$ cat src/rtl/readout_rx_pkg.sv
// Shared readout_rx constants: default widths, length reset value and the
// integration FSM state encoding.
package readout_rx_pkg;

    localparam int READOUT_RX_DATA_WIDTH       = 8;
    localparam int READOUT_RX_ACCUM_HEADROOM   = 10;
    localparam int READOUT_RX_LENGTH_WIDTH     = 10;
    localparam int READOUT_RX_LENGTH_RESET_VAL = 1;

    typedef enum logic [1:0] {
        ST_IDLE  = 2'd0,
        ST_ACCUM = 2'd1,
        ST_DONE  = 2'd2
    } integ_state_t;

endpackage

$ cat src/rtl/readout_rx_accum_lane.sv
// One I or Q lane: sign-extend a sample and add it to the running sum.
// Combinational, zero latency; no flow control (caller decides when to use sum).
// READOUT_RX_ACCUM_SATURATE_EN clamps the add; otherwise it wraps two's-complement.
module readout_rx_accum_lane #(
    parameter int DATA_WIDTH        = 8,
    parameter int ACCUMULATOR_WIDTH = 18
) (
    input  logic signed [ACCUMULATOR_WIDTH-1:0] acc,
    input  logic signed [DATA_WIDTH-1:0]        sample,
    output logic signed [ACCUMULATOR_WIDTH-1:0] sum
);

    // One guard bit so overflow shows up as a mismatch of the top two bits.
    logic [ACCUMULATOR_WIDTH:0] wide;

    assign wide = {acc[ACCUMULATOR_WIDTH-1], acc}
                + {{(ACCUMULATOR_WIDTH + 1 - DATA_WIDTH){sample[DATA_WIDTH-1]}}, sample};

`ifdef READOUT_RX_ACCUM_SATURATE_EN
    always_comb begin
        sum = wide[ACCUMULATOR_WIDTH-1:0];
        if (wide[ACCUMULATOR_WIDTH] != wide[ACCUMULATOR_WIDTH-1]) begin
            sum = wide[ACCUMULATOR_WIDTH]
                ? {1'b1, {(ACCUMULATOR_WIDTH-1){1'b0}}}
                : {1'b0, {(ACCUMULATOR_WIDTH-1){1'b1}}};
        end
    end
`else
    assign sum = wide[ACCUMULATOR_WIDTH-1:0];
`endif

endmodule

$ cat src/rtl/readout_rx_iq_accumulator.sv
// Integrates LENGTH demodulated I/Q samples per window into registered sums.
// Sums update on the edge accepting the last sample; finish pulses the next cycle.
// sample_valid low simply stalls the window; READOUT_RX_ACCUM_SATURATE_EN selects clamping.
module readout_rx_iq_accumulator
    import readout_rx_pkg::*;
#(
    parameter int DATA_WIDTH        = READOUT_RX_DATA_WIDTH,
    parameter int ACCUMULATOR_WIDTH = DATA_WIDTH + READOUT_RX_ACCUM_HEADROOM,
    parameter int LENGTH_WIDTH      = READOUT_RX_LENGTH_WIDTH
) (
    input  logic                                clk,
    input  logic                                rst,
    input  logic                                integ_len_wr_en,
    input  logic [LENGTH_WIDTH-1:0]             integ_len_wr_data,
    input  logic                                start,
    input  logic                                sample_valid,
    input  logic signed [DATA_WIDTH-1:0]        i_in,
    input  logic signed [DATA_WIDTH-1:0]        q_in,
    output logic signed [ACCUMULATOR_WIDTH-1:0] i_sum_out,
    output logic signed [ACCUMULATOR_WIDTH-1:0] q_sum_out,
    output logic                                finish_count_out,
    output logic                                busy
);

    integ_state_t                         state, next_state;
    logic [LENGTH_WIDTH-1:0]              len_reg;
    logic [LENGTH_WIDTH-1:0]              count;
    logic signed [ACCUMULATOR_WIDTH-1:0]  i_acc, q_acc;
    logic signed [ACCUMULATOR_WIDTH-1:0]  i_next, q_next;
    logic                                 accept;
    logic                                 last;

    assign accept = (state == ST_ACCUM) && sample_valid;
    assign last   = (count == LENGTH_WIDTH'(1));

    readout_rx_accum_lane #(
        .DATA_WIDTH        (DATA_WIDTH),
        .ACCUMULATOR_WIDTH (ACCUMULATOR_WIDTH)
    ) u_lane_i (
        .acc    (i_acc),
        .sample (i_in),
        .sum    (i_next)
    );

    readout_rx_accum_lane #(
        .DATA_WIDTH        (DATA_WIDTH),
        .ACCUMULATOR_WIDTH (ACCUMULATOR_WIDTH)
    ) u_lane_q (
        .acc    (q_acc),
        .sample (q_in),
        .sum    (q_next)
    );

    always_ff @(posedge clk or negedge rst) begin
        if (!rst) begin
            state <= ST_IDLE;
        end else begin
            state <= next_state;
        end
    end

    // start wins in every state, so a restart mid-window or in DONE behaves alike.
    always_comb begin
        next_state       = state;
        busy             = 1'b0;
        finish_count_out = 1'b0;
        if (start) begin
            next_state = (len_reg == '0) ? ST_DONE : ST_ACCUM;
        end else begin
            case (state)
                ST_IDLE:  next_state = ST_IDLE;
                ST_ACCUM: if (accept && last) next_state = ST_DONE;
                ST_DONE:  next_state = ST_IDLE;
                default:  next_state = ST_IDLE;
            endcase
        end
        busy             = (state == ST_ACCUM);
        finish_count_out = (state == ST_DONE);
    end

    // len_reg is sampled by start before any same-cycle write lands.
    always_ff @(posedge clk or negedge rst) begin
        if (!rst) begin
            len_reg   <= LENGTH_WIDTH'(READOUT_RX_LENGTH_RESET_VAL);
            count     <= '0;
            i_acc     <= '0;
            q_acc     <= '0;
            i_sum_out <= '0;
            q_sum_out <= '0;
        end else begin
            if (integ_len_wr_en) begin
                len_reg <= integ_len_wr_data;
            end
            if (start) begin
                i_acc <= '0;
                q_acc <= '0;
                count <= len_reg;
                if (len_reg == '0) begin
                    i_sum_out <= '0;
                    q_sum_out <= '0;
                end
            end else if (accept) begin
                i_acc <= i_next;
                q_acc <= q_next;
                count <= count - LENGTH_WIDTH'(1);
                if (last) begin
                    i_sum_out <= i_next;
                    q_sum_out <= q_next;
                end
            end
        end
    end

endmodule

$ cat config.mk
export PLATFORM = sky130hd
export DESIGN_NAME = readout_rx_iq_accumulator
export DESIGN_NICKNAME = d
export VERILOG_FILES = /design/src/rtl/readout_rx_pkg.sv /design/src/rtl/readout_rx_accum_lane.sv /design/src/rtl/readout_rx_iq_accumulator.sv
export SDC_FILE = /design/constraint.sdc
export NUM_CORES = 1
export LEC_CHECK = 0
export CAP_MARGIN = 10
export CORE_MARGIN = 1
export CORE_UTILIZATION = 30
export CTS_BUF_LIST = sky130_fd_sc_hd__clkbuf_8
export CTS_CLUSTER_DIAMETER = 60
export DETAILED_ROUTE_END_ITERATION = 10
export DONT_BUFFER_PORTS = 1
export PLACE_DENSITY = 0.5
export SYNTH_ARGS = -nofsm -noshare
export SYNTH_HDL_FRONTEND = slang
export SYNTH_SLANG_ARGS = --single-unit
$ cat constraint.sdc
create_clock -name clk -period 4.1 [get_ports clk]
set_input_delay 0.82 -clock clk [delete_from_list [all_inputs] [get_ports clk]]
set_output_delay 0.82 -clock clk [all_outputs]
set_load 0.01 [all_outputs]
Word level (Yosys, flattened, before mapping)
Cells that the tools add are included.
{"block": "totals", "n_memories": 0, "output_inout_bits": 38, "latchBits": 0, "mem_bits_rw": 0, "reg_bits": 94, "wordCells": 38, "romBits": 0, "in_bits": 31}
{"block": "op_classes", "add_sub_neg": 3, "n_reduce_logical": 6, "n_mul": 0, "bitwise_logic": 0, "n_mux": 17, "n_shift": 0, "n_eq_ne": 5, "div": 0, "order_cmp": 0}
{"op": "two-way mux 18 bit", "count": 11}
{"op": "adder 18 x 8 -> 18 bit", "count": 2}
{"op": "two-way mux 10 bit", "count": 2}
{"op": "equality test 10 x 1 -> 1 bit (second input constant)", "count": 1}
{"op": "logical NOT 10 bit", "count": 1}
{"op": "subtractor 10 x 1 -> 10 bit (second input constant)", "count": 1}
{"op": "two-way mux 2 bit", "count": 4}
{"op": "nonzero test 2 bit", "count": 2}
{"op": "inequality test 3 x 2 -> 1 bit (second input constant)", "count": 1}
{"op": "AND reduction 3 bit", "count": 1}
{"op": "equality test 2 x 1 -> 1 bit (second input constant)", "count": 1}
{"op": "equality test 2 bit (second input constant)", "count": 1}
{"op": "logical AND 1 bit", "count": 2}
{"op": "inequality test 2 x 1 -> 1 bit (second input constant)", "count": 1}

Logic depth before layout (Yosys ltp)
Gate-level depths: netlist of run 1.
{"block": "logic_depth", "depth_word": 6, "ltp_mapped": 10, "ltp_nobuf": 10}

Hierarchy
Synthesis of run 1 repeated with hierarchy kept, for this count alone.
{"block": "unflattened", "hier_cells": 589, "area_unflattened_um2": 5594.1}
{"module": "readout_rx_iq_accumulator", "cells_each": 331, "area_each_um2": 3757.4, "instances": 1, "seq_area_each_um2": 2353.5}
{"module": "readout_rx_accum_lane", "cells_each": 129, "area_each_um2": 918.4, "instances": 2, "seq_area_each_um2": 0.0}

Worst setup path after synthesis of run 1
OpenSTA, ideal clock, no wires.
{"block": "synth_path", "path_type": "input port to flip-flop", "from": "input port i_in[0]", "to": "register i_sum_out[16]", "path_buffers": 0, "slack_ns": 1.335, "setup_ns": 0.103, "t_required_ns": 3.997, "cell_stages": 10, "t_arrival_ns": 2.661, "cell_sequence": "ha_1 > inv_1 > fa_1 > nor2b_1 > o2111ai_1 > a21oi_1 > nor2b_1 > o31ai_1 > nor3_1 > o41ai_2"}
{"block": "synth_via", "elab_chain_cells": 4}
{"element": "start, declared", "line_no": "readout_rx_iq_accumulator.sv:17", "rtl": "input logic signed [DATA_WIDTH-1:0] i_in,"}
{"element": "adder 18 x 8 -> 18 bit", "line_no": "readout_rx_accum_lane.sv:17", "rtl": "+ {{(ACCUMULATOR_WIDTH + 1 - DATA_WIDTH){sample[DATA_WIDTH-1]}}, sample};"}
{"element": "two-way mux 18 bit", "line_no": "readout_rx_iq_accumulator.sv:106", "rtl": "if (last) begin"}
{"element": "two-way mux 18 bit", "line_no": "readout_rx_iq_accumulator.sv:102", "rtl": "end else if (accept) begin"}
{"element": "two-way mux 18 bit", "line_no": "readout_rx_iq_accumulator.sv:94", "rtl": "if (start) begin"}
{"element": "end signal, assigned", "line_no": "readout_rx_iq_accumulator.sv:107", "rtl": "i_sum_out <= i_next;"}
{"element": "end, declared", "line_no": "readout_rx_iq_accumulator.sv:19", "rtl": "output logic signed [ACCUMULATOR_WIDTH-1:0] i_sum_out,"}
Every way passes these cells. The select of a mux whose other input is x is not followed.
A chain may end at the register's enable or synchronous reset.

Worst setup path after layout of run 1
{"block": "layout_path", "from": "register count[4]", "to": "register i_sum_out[17]"}
{"block": "layout_via", "elab_chain_cells": 3}
{"element": "start, declared", "line_no": "readout_rx_iq_accumulator.sv:27", "rtl": "logic [LENGTH_WIDTH-1:0] count;"}
{"element": "start signal, assigned", "line_no": "readout_rx_iq_accumulator.sv:97", "rtl": "count <= len_reg;"}
{"element": "start signal, assigned", "line_no": "readout_rx_iq_accumulator.sv:105", "rtl": "count <= count - LENGTH_WIDTH'(1);"}
{"element": "equality test 10 x 1 -> 1 bit", "line_no": "readout_rx_iq_accumulator.sv:34", "rtl": "assign last = (count == LENGTH_WIDTH'(1));"}
{"element": "nonzero test 2 bit (no source line)"}
{"element": "AND reduction 3 bit (no source line)"}
Every way passes these cells.

==> impl_metrics.json, run 1 <==
{
  "status": "finished, final reports clean",
  "crit_chain": "nor3_1, nand2b_1, nor3_1, nand3_1, and2_2, buf_4, a22o_1",
  "rsz0062_at_grt": "false",
  "ir_drop_uv": 175.0,
  "wl_per_cell_um": 16.61,
  "die_area_mm2": 0.01900,
  "ys_seq_area_share_pct": 42.52,
  "maxSlewHeadroom_pct": 39.04,
  "synthCells": 581,
  "cts_root_buffer": "clkbuf_8",
  "syn-cell-area_mm2": 0.005535,
  "critical_path.most_common_cell": "nor3_1",
  "min_period_over_period_pct": 64.98,
  "hp-class": "input pin to asynchronous set/reset pin",
  "synthFlopType": "dfrtp_1",
  "ios": 69,
  "crit_fanout": 27,
  "die_h_um": 137.8,
  "first_pass_iters": 4,
  "startpoint_type": "register",
  "finalInstanceArea_mm2": 0.005916,
  "power.total_uw": 2451,
  "hold_buffers": 0,
  "ys_ff_latch": 94,
  "grt.total_usage_pct": 15.19,
  "synthTopCellsByArea": "dfrtp_1, ha_1, nand2_1",
  "stdcell_count": 799,
  "insertion_delay_ns": 0.38,
  "drcViolationCount": 0,
  "cts_buffers": 9,
  "clock_path_buffers": 2,
  "cts_setup_buffers": 0,
  "viasPerCell": 5.129,
  "fill_cells": 1913,
  "h-tree-depth": 3,
  "cts_tree": "done",
  "cts.repair.resized": 0,
  "setup_viol": 0,
  "place_hpwl_um": 8970,
  "place_area_mm2": 0.005727,
  "cp.buffers_inverters": 1,
  "gp_congestion": 0.8525,
  "worstSetupPathType": "register to register",
  "synth.avg_cell_area_um2": 9.527,
  "end_kind": "register",
  "start_util_pct": 30.71,
  "slew_viol_final": 0,
  "dp.cells": 783,
  "drive_gt1_share_pct": 8.246,
  "area_delta_synth_final_pct": 6.872,
  "core-area_mm2": 0.01802,
  "synth_top_area_share_pct": 42.04,
  "ys_types": 57,
  "async_reset_ff_share_pct": 100.0,
  "grt_antenna_before_repair": 0,
  "drtIter0Drc": 199,
  "via_count": 4098,
  "period_needed_ns": 2.664,
  "rows": 49,
  "slowest_delay_ns": 0.48,
  "drv_cap": 0,
  "worst_slew_pin_slew_ns": 0.9144,
  "cts_num_sinks": 94,
  "tns_ns": 0,
  "synth_nets": 650,
  "power_density_mw_per_mm2": 414.3,
  "clkSlewWorstSetupHoldPaths_ns": 0.10,
  "yosysTopAreaCell": "dfrtp_1",
  "fmax_mhz": 375.4,
  "grt_pass1_wl_um": 22030,
  "antenna_left": 0,
  "die_x_um": 137.8,
  "grt_pass1_vias": 4158,
  "portBuffers": 0,
  "post-place-ws_ns": 1.076,
  "grt_start_max_net_pins": 95,
  "hold_viol_final": 0,
  "nets": 634,
  "cp.arrival_ns": 2.94,
  "cp_top_family": "simple AND/OR/NAND/NOR gates",
  "gr-total-overflow": 0,
  "cp.required_ns": 4.38,
  "cp_slowest_cell": "and2_2",
  "yosysWarnings": 0,
  "diodes": 0,
  "leakage_uw": 0.002654,
  "fin_skew_ns": 0.01408,
  "drt-total-wl_um": 13270,
  "synth_edf_count": 0,
  "layout_setup_ws_ns": 1.436
}
==> path summary, 6_finish.rpt <==
| kind | start | slack (ns) | to | cells past startpoint |
|---|---|---|---|---|
| worst max-delay path | count[4] | 1.44 | i_sum_out[17] | 7 |
| worst min-delay path | rst | 0.12 | len_reg[6] | 0 |
| worst max register to register | count[4] | 1.44 | i_sum_out[17] | 7 |
| worst min register to register | len_reg[3] | 0.52 | count[3] | 2 |
| max in group asynchronous | rst | 3.79 | len_reg[0] | 0 |
| min in group clk | start | 0.51 | q_acc[13] | 1 |
==> Yosys cell counts, drive strengths merged (14+ instances only) <==
cell and n:
a21oi 50, a22o 14, clkbuf 21, dfrtp 93, ha 36, inv 15
mux2 14, nand2 87, nand3 19, nor2 34, o21ai 35, xnor2 20
xor2 16
==> stage by stage <==
step | util (%) | hold slack, ns
finish | 32.82 | 0.1213
global route | 32.82 | 0.08415
CTS | 32.82 | 0.09600
detailed placement | 31.77 | 0.5116
global placement | 31.77 | 0.4966
floorplan | - | 0.4709
==> cells by family (layout without fill, tap and decap cells) <==
| family | Yosys count | in the layout | share of synthesized area, % |
|---|---|---|---|
| buffers and inverters | 46 | 35 | 3.300 |
| multiplexers | 17 | 17 | 3.391 |
| XOR/XNOR | 38 | 38 | 6.510 |
| adder cells (fa/ha/maj) | 38 | 38 | 8.861 |
| AO/OA/AOI/OAI | 158 | 158 | 19.78 |
| flip-flops | 94 | 94 | 42.52 |
| AND/OR/NAND/NOR | 190 | 190 | 15.64 |
==> routing by layer <==
layer / global-route usage (%) / wire, um
met1: 18.68 / 6015
met2: 25.49 / 6260
met3: 4.709 / 829
met4: 4.227 / 166
met5: 0 / 0
==> cell type report <==
class,count,area (um^2),share of cell area (%)
Clock buffer,9,123.9,2.094
Sequential cell,94,2354,39.78
Clock inverter,7,65.06,1.100
Timing Repair Buffer,4,30.03,0.5076
Tap cell,229,286.5,4.843
Inverter,15,56.30,0.9518
Multi-Input combinational cell,441,3000,50.72
==> power by group <==
| group | switching, uW | internal (uW) |
|---|---|---|
| registers | 86.8 | 1030 |
| logic | 400 | 307 |
| clock network | 351 | 279 |
| total | 838 | 1610 |
==> placed cells by master, fill, tap and decap left out, types with 7 or more instances in the layout <==
master	synthesis	layout
dfrtp_1	93	93
nand2_1	87	87
a21oi_1	49	49
ha_1	36	36
nor2_1	34	34
o21ai_0	27	27
xnor2_1	20	20
nand3_1	19	19
inv_1	15	16
xor2_1	16	16
a22o_1	14	14
o31ai_1	13	13
mux2_2	12	12
a21o_1	11	11
nor2b_1	9	9
clkbuf_8	0	9
nor3_1	8	8
a211oi_1	7	7
Note: power is estimated with default switching activity, not from simulation.
==> run 2: changes to the inputs <==
Clock period 4.1 ns to 2.8 ns, I/O delays scaled along.
==> impl_metrics.json, run 2 (synthesis gave the netlist of run 1 again) <==
{
  "cp.required_ns": 3.09,
  "cp_slowest_cell": "fa_1",
  "gr-total-overflow": 0,
  "drtIter0Drc": 226,
  "cts_root_buffer": "clkbuf_8",
  "grt_start_max_net_pins": 94,
  "clock_path_buffers": 2,
  "leakage_uw": 0.002681,
  "h-tree-depth": 3,
  "first_pass_iters": 6,
  "ios": 69,
  "grt.total_usage_pct": 15.31,
  "cts_buffers": 9,
  "die_x_um": 137.8,
  "period_needed_ns": 2.483,
  "rows": 49,
  "drcViolationCount": 0,
  "ff2ff_path_depth": 11,
  "power.total_uw": 3540,
  "r2r-start": "i_acc[0]",
  "place_area_mm2": 0.005757,
  "portBuffers": 0,
  "status": "finished, final reports clean",
  "fin_skew_ns": 0.01863,
  "place_hpwl_um": 9242,
  "antenna_left": 0,
  "core-area_mm2": 0.01802,
  "grt_antenna_before_repair": 0,
  "cts_tree": "done",
  "clkSlewWorstSetupHoldPaths_ns": 0.10,
  "diodes": 0,
  "critical_path.most_common_cell": "nor2b_1",
  "maxSlewHeadroom_pct": 57.03,
  "drt-total-wl_um": 13440,
  "hold_viol_final": 0,
  "die_h_um": 137.8,
  "wl_per_cell_um": 16.72,
  "dp.cells": 787,
  "area_delta_synth_final_pct": 7.685,
  "final_cell_mix": "dfrtp_1, nand2_1, a21oi_1",
  "power_density_mw_per_mm2": 593.9,
  "min_period_over_period_pct": 88.67,
  "final_common_cell": "dfrtp_1",
  "stdcell_count": 804,
  "rsz0062_at_grt": "false",
  "cts_num_sinks": 94,
  "crit_chain": "ha_1, inv_1, fa_1, nor2b_1, o2111ai_1, a21oi_1, nor2b_1, o31ai_1, buf_4, nor3_1, o41ai_2",
  "grt_pass1_wl_um": 22200,
  "tns_ns": 0,
  "cp.arrival_ns": 2.77,
  "slew_viol_final": 0,
  "nets": 640,
  "insertion_delay_ns": 0.38,
  "slowest_delay_ns": 0.40,
  "via_count": 4150,
  "cts.repair.resized": 0,
  "ir_drop_uv": 253.3,
  "gp_congestion": 0.8713,
  "layout_setup_ws_ns": 0.3172,
  "end_kind": "register",
  "worst_slew_pin_slew_ns": 0.6446,
  "die_area_mm2": 0.01900,
  "startpoint": "i_acc[0]",
  "start_util_pct": 30.71,
  "viasPerCell": 5.162,
  "drv_cap": 0,
  "hp-class": "input pin to asynchronous set/reset pin",
  "fmax_mhz": 402.8,
  "worstSetupPathType": "register to register",
  "startpoint_type": "register",
  "setup_viol": 0,
  "grt_pass1_vias": 4230,
  "post-place-ws_ns": 0.1334,
  "finalInstanceArea_mm2": 0.005961,
  "crit_fanout": 4,
  "drive_gt1_share_pct": 8.696
}
run 2: cell types whose count changed in the layout (fill, tap and decap cells not counted):
| cell | change |
|---|---|
| buf_4 | +4 |
| clkinv_2 | -2 |
| buf_16 | +1 |
| bufinv_16 | -1 |
| clkbuf_8 | +1 |
| clkinv_4 | +1 |
| dlygate4sd3_1 | +1 |
| inv_1 | +1 |
| inv_6 | -1 |
run 2: area by class of cell:
cell class / count / area [um^2]
clock buffers: 10 / 137.6
multi-input cells: 441 / 3000
well taps: 229 / 286.5
clock inverters: 5 / 28.78
flip-flops and latches: 94 / 2354
inverters: 15 / 56.30
repair buffers: 10 / 97.59
fillers: 1917 / 12060
run 2: layer usage:
layer	GRT usage (%)	share of wire, %	vias up
li1	-	-	2034
met1	19.18	47	2037
met2	25.54	47	70
met3	4.599	5.2	9
met4	3.925	0.92	0
met5	0	0	-
run 2: worst max-delay path, delay by kind of cell, from the launching register on:
| kind | cells | cell delay [ns] |
|---|---|---|
| DFF | 1 | 0.38 |
| AOI/OAI and AO/OA | 4 | 0.89 |
| and+or+nand+nor | 3 | 0.29 |
| adders and majority gates | 2 | 0.61 |
| buffers and inverters | 2 | 0.24 |
run 2: timing repair:
item | CTS | global route
endpoints found under the setup margin | 0 | 0
hold buffers | 2 | 0
setup buffers | 0 | 0
endpoints found under the hold margin | 93 | 0
run 2: per-stage QoR:
step	utilization, %	hold WS (ns)
2_1_floorplan	-	0.2644
3_3_place_gp	31.94	0.2694
3_5_place_dp	31.94	0.2700
4_1_cts	33.07	0.1019
5_1_grt	33.07	0.1092
6_report	33.07	0.08425
run 2: final timing paths:
path | end | slack, ns
hold / removal | i_sum_out[3] | 0.08
hold reg to reg | count[3] | 0.52
min in group clk | q_acc[12] | 0.25
setup reg to reg | i_sum_out[16] | 0.32
setup / recovery | i_sum_out[16] | 0.32
max in group asynchronous | len_reg[0] | 2.11
run 2: report_power, final:
group | internal (uW) | leakage, uW | switching (uW)
clock | 337 | 0.0000907 | 501
sequential | 1500 | 0.00124 | 127
combinational | 457 | 0.00135 | 614
total | 2300 | 0.00268 | 1240
